**src/rtl/cmd_queue.sv**
```systemverilog
// Command descriptor queue {instr, payload_len} between the UART parser and the JTAG sequencer.
// First-word-fall-through head, almost-full threshold, flush, sticky error flags, running byte total.
module cmd_queue #(
   parameter  int DEPTH        = 32,
   parameter  int INSTR_W      = 4,
   parameter  int LEN_W        = 8,
   parameter  int AFULL_THRESH = 4,
   localparam int AW           = $clog2(DEPTH),
   localparam int PW           = AW + 1,
   localparam int BW           = LEN_W + AW
) (
   input  logic               clk,
   input  logic               rst,
   input  logic               flush,
   input  logic               wr_en,
   input  logic [INSTR_W-1:0] instr,
   input  logic [LEN_W-1:0]   payload_len,
   output logic               full,
   output logic               almost_full,
   output logic [PW-1:0]      free,
   input  logic               rd_en,
   output logic               out_valid,
   output logic [INSTR_W-1:0] out_instr,
   output logic [LEN_W-1:0]   out_len,
   output logic               empty,
   output logic [PW-1:0]      count,
   output logic [BW-1:0]      pending_bytes,
   output logic               overflow,
   output logic               underflow,
   input  logic               err_clr
);

   localparam int DW = INSTR_W + LEN_W;

   logic [DW-1:0] r_mem [DEPTH];
   logic [PW-1:0] r_wr_ptr;
   logic [PW-1:0] r_rd_ptr;
   logic [BW-1:0] r_pending;
   logic          r_overflow;
   logic          r_underflow;

   logic [PW-1:0] w_count;
   logic [PW-1:0] w_free;
   logic          w_full;
   logic          w_empty;
   logic          w_wr_acc;
   logic          w_rd_acc;
   logic          w_ov_evt;
   logic          w_un_evt;
   logic [DW-1:0] w_head;
   logic [BW-1:0] w_add;
   logic [BW-1:0] w_sub;

   // Wrap bit distinguishes full (indices equal, laps differ) from empty (pointers equal).
   assign w_count = r_wr_ptr - r_rd_ptr;
   assign w_free  = PW'(DEPTH) - w_count;
   assign w_empty = (r_wr_ptr == r_rd_ptr);
   assign w_full  = (r_wr_ptr[AW-1:0] == r_rd_ptr[AW-1:0]) && (r_wr_ptr[AW] != r_rd_ptr[AW]);

   assign w_wr_acc = wr_en && !w_full  && !flush;
   assign w_rd_acc = rd_en && !w_empty && !flush;
   assign w_ov_evt = wr_en &&  w_full  && !flush;
   assign w_un_evt = rd_en &&  w_empty && !flush;

   assign w_head = r_mem[r_rd_ptr[AW-1:0]];
   assign w_add  = w_wr_acc ? BW'(payload_len)       : '0;
   assign w_sub  = w_rd_acc ? BW'(w_head[LEN_W-1:0]) : '0;

   // NOTE: the storage array has no reset; the pointers alone decide which words are live.
   always_ff @(posedge clk) begin
      if (w_wr_acc) begin
         r_mem[r_wr_ptr[AW-1:0]] <= {instr, payload_len};
      end
   end

   // NOTE: non-blocking updates so pointers, byte total and flags all see pre-edge values.
   always_ff @(posedge clk) begin
      if (rst) begin
         r_wr_ptr  <= '0;
         r_rd_ptr  <= '0;
         r_pending <= '0;
      end else if (flush) begin
         r_rd_ptr  <= r_wr_ptr;
         r_pending <= '0;
      end else begin
         if (w_wr_acc) r_wr_ptr <= r_wr_ptr + PW'(1);
         if (w_rd_acc) r_rd_ptr <= r_rd_ptr + PW'(1);
         r_pending <= r_pending + w_add - w_sub;
      end
   end

   // A new error event in the same cycle as err_clr leaves its flag set.
   always_ff @(posedge clk) begin
      if (rst) begin
         r_overflow  <= 1'b0;
         r_underflow <= 1'b0;
      end else begin
         r_overflow  <= (r_overflow  && !err_clr) || w_ov_evt;
         r_underflow <= (r_underflow && !err_clr) || w_un_evt;
      end
   end

   assign full          = w_full;
   assign empty         = w_empty;
   assign count         = w_count;
   assign free          = w_free;
   assign almost_full   = (w_free <= PW'(AFULL_THRESH));
   assign out_valid     = !w_empty;
   assign out_instr     = w_empty ? '0 : w_head[DW-1:LEN_W];
   assign out_len       = w_empty ? '0 : w_head[LEN_W-1:0];
   assign pending_bytes = r_pending;
   assign overflow      = r_overflow;
   assign underflow     = r_underflow;

endmodule

```
**config.mk**
```make
export PLATFORM = sky130hd
export DESIGN_NAME = cmd_queue
export DESIGN_NICKNAME = d
export VERILOG_FILES = /design/src/rtl/cmd_queue.sv
export SDC_FILE = /design/constraint.sdc
export NUM_CORES = 1
export LEC_CHECK = 0
export ABC_AREA = 1
export BUFFER_PORTS_ARGS = -buffer_cell sky130_fd_sc_hd__buf_4
export CAP_MARGIN = 20
export CORE_MARGIN = 4
export CORE_UTILIZATION = 55
export CTS_CLUSTER_DIAMETER = 60
export DETAILED_ROUTE_END_ITERATION = 10
export HOLD_SLACK_MARGIN = 0.05
export PLACE_DENSITY = 0.72
export SYNTH_ARGS = -nofsm -noshare
export SYNTH_HDL_FRONTEND = slang
export SYNTH_SLANG_ARGS = --single-unit
export TNS_END_PERCENT = 20
```
**constraint.sdc**
```tcl
create_clock -name clk -period 7.69 [get_ports clk]
set_input_delay 0.769 -clock clk [delete_from_list [all_inputs] [get_ports clk]]
set_output_delay 0.769 -clock clk [all_outputs]
set_load 0.03 [all_outputs]
```
==> flow_summary.toml <==
[clock_tree]
path_clk_slew_ps = 60
cts_tree = "done"
ctsHoldBuffers = 0
cts-root-buf = "clkbuf_16"
clk_latency_ps = 540
cts_resized = 0
cts_inserted_buffers = 43
cts_setup_buffers = 0
clk_path_buf_depth = 3
clock-sinks = 416
h-tree-depth = 2

[floorplan]
die_area_mm2 = 0.0361
coreArea_mm2 = 0.0326
row_count = 66
ios = 61
dieHeight_um = 190
die_x_um = 190
start_util_pct = 55.9

[final_layout]
layout_commonest_cell = "nand2_1"
final_layout_size_suffix_gt1_share_pct = 9.90
fillCellCount = 2587
area_growth_pct = 12.7
antenna_cells = 0
fin_nets = 1838
layout_common_cells = "nand2_1 (564), edfxtp_1 (384), nand3_1 (340)"

[routing]
routedWlPerCell_um = 19.9
dr_total_vias = 12800
drcViolationCount = 0
detail_route.wirelength_um = 45000
drtIter0Drc = 1213
drt_pass1_iterations = 6
ant_nets = 0
viasPerCell = 5.68

[worst_setup_path]
r2r_end = "pending_bytes[12]"
crit_fanout = 136
crit_path_end_kind = "flop"
cpMaxStageDelayCell = "inv_6"
crit_chain = "inv_6 > buf_4 > nand2_1 > nand3_1 > nand3_1 > nand3_1 > nand2_1 > nand2_1 > nand2_1 > nor2_1 > ha_1 > inv_1 > ha_1 > inv_1 > fa_1 > inv_1 > nand3_1 > nand2_1 > nand3_1 > nand3_1 > nand2_1 > a21oi_1"
cp.arrival_ps = 4810
worstSetupStartpointType = "flop"
r2r_cells = 22
critical_path_required_ps = 8150
r2r_slack_ps = 3340
critPathMaxStageDelay_ps = 690
path_class = "reg2reg"

[sta]
setup-violations-final = 0
drv_slew = 0
whs_ps = 486
finClkSkew_ps = 21.8
slew_headroom_pct = 26.9
fin_crit_ps = 4350
tightestPinTransition_ps = 1100
clock.fmax_ghz = 0.230
post-route-period-util_pct = 56.5
finalHoldViolations = 0
rsz0062_at_grt = "false"
setup_tns_ps = 0

[power_and_ir_drop]
power.switching_mw = 1.45
clkPwrFrac_pct = 37.1
powerDensity_mw_per_mm2 = 261
p_leak_nw = 7.90
sw_frac_of_total_pct = 26.9
power.internal_mw = 3.92
seq_power_share_pct = 47.0
peakVddDrop_uv = 195
pwr-share-comb_pct = 15.9

[global_routing]
grt_use_total_pct = 24.7
grt_max_degree = 191
grt_pass1_wl_um = 69300
first_global_vias = 12300
antenna_found_initial = 0
grt-ovfl-total = 0

[yosys]
netlist_area_mm2 = 0.0182
synth_edf_count = 384
syn_area_per_cell_um2 = 10.5
yosysSeqAreaShare_pct = 66.8
syn_inst = 1730
synth_cell_types = 37
ys_ff_latch = 416
synth_ff_type = "edfxtp_1"
ys_async_sr_fraction_pct = 0
synth_nets = 1781
yosys_warnings = 0

[place]
gp_congestion = 0.864
dp_hpwl_um = 26500
port_buffers = 60

[min_path]
worstHoldPathType = "in2reg"
holdPathStages = 2
hold_path_startpoint = "rst"
min_to = "r_wr_ptr[4]"

[outcome]
status = "finished clean"

[job]
cap_violations = 0
[per-stage QoR]
step / setup slack, ps / util, % / cell area (um2) / power (mW) / instances
finish: 3340 / 63.0 / 20500 / 5.37 / 2260
global route: 2940 / 63.0 / 20500 / 5.60 / 2260
CTS: 3350 / 62.7 / 20500 / 5.39 / 2251
detailed placement: 3430 / 58.6 / 19100 / 3.42 / 2175
global placement: 3480 / 58.3 / 19000 / 3.40 / 2165
floorplan: 4150 / - / 18200 / 3.16 / 1730
[critical path: cells and delay by family, from the launching register on]
kind	cells	cell delay (ps)
buffers and inverters	5	1610
adders and majority gates	3	870
AOI/OAI and AO/OA	1	110
and+or+nand+nor	13	1230
DFF	1	370
[power groups by stage]
stage                     clock network, mW  registers (mW)  logic, mW
after floorplan                           0            2.60      0.559
after global placement                    0            2.57      0.830
after detailed placement                  0            2.57      0.847
after CTS                              2.02            2.52      0.852
after global routing                   2.12            2.52      0.960
final                                  1.99            2.52      0.854
[cell families after synthesis]
| kind of cell | after synthesis | share of synthesized area (%) |
|---|---|---|
| AOI/OAI and AO/OA | 64 | 2.06 |
| xor gates and xnor gates | 7 | 0.419 |
| adders and majority gates | 33 | 2.64 |
| buffers and inverters | 189 | 4.40 |
| DFF | 416 | 66.8 |
| and+or+nand+nor | 1021 | 23.7 |
[layout make-up]
type / instances / area, um2 / area share (%)
clock buffer: 56 / 1140 / 5.57
inverter: 102 / 390 / 1.90
multi-input combinational: 1125 / 5270 / 25.6
timing repair buffer: 99 / 800 / 3.89
clock inverter: 20 / 205 / 0.999
sequential: 416 / 12200 / 59.3
tap: 442 / 553 / 2.69
[layer usage]
| layer | up-vias | GRT usage [%] | share of wire [%] |
|---|---|---|---|
| li1 | 6007 | - | - |
| met1 | 6103 | 34.0 | 40 |
| met2 | 635 | 41.1 | 48 |
| met3 | 93 | 3.49 | 8.8 |
| met4 | 0 | 8.10 | 3.0 |
| met5 | - | 0 | 0 |
[cells in the mapped netlist, drive strengths merged, types with 2 or more instances]
cell	n	area, um2
fa	9	180
dfxtp	32	641
and2	2	12.5
xor2	5	51.3
buf	70	354
inv	101	379
edfxtp	384	11500
nor2	102	398
ha	24	300
nand2	568	2160
nand3	340	1700
a21boi	6	45.0
xnor2	2	25.0
nor3	5	25.0
o211ai	3	22.5
nand3b	3	22.5
o21ai	17	100
clkbuf	17	63.8
a21o	2	15.0
a21oi	34	178
[state kept, by name, summed over array words and instances (netlist names), named ones only]
register	count
overflow	1
pending_bytes	13
r_mem	384
r_rd_ptr	6
r_wr_ptr	6
underflow	1
[worst max path at each step]
| stage | endpoint | slack, ps |
|---|---|---|
| after floorplan | almost_full | 4150 |
| after global placement | pending_bytes[12] | 3480 |
| after detailed placement | pending_bytes[11] | 3430 |
| after CTS | pending_bytes[12] | 3350 |
| after global routing | pending_bytes[12] | 2940 |
| final | pending_bytes[12] | 3340 |
No activity file was read; power rests on OpenSTA's default activity.
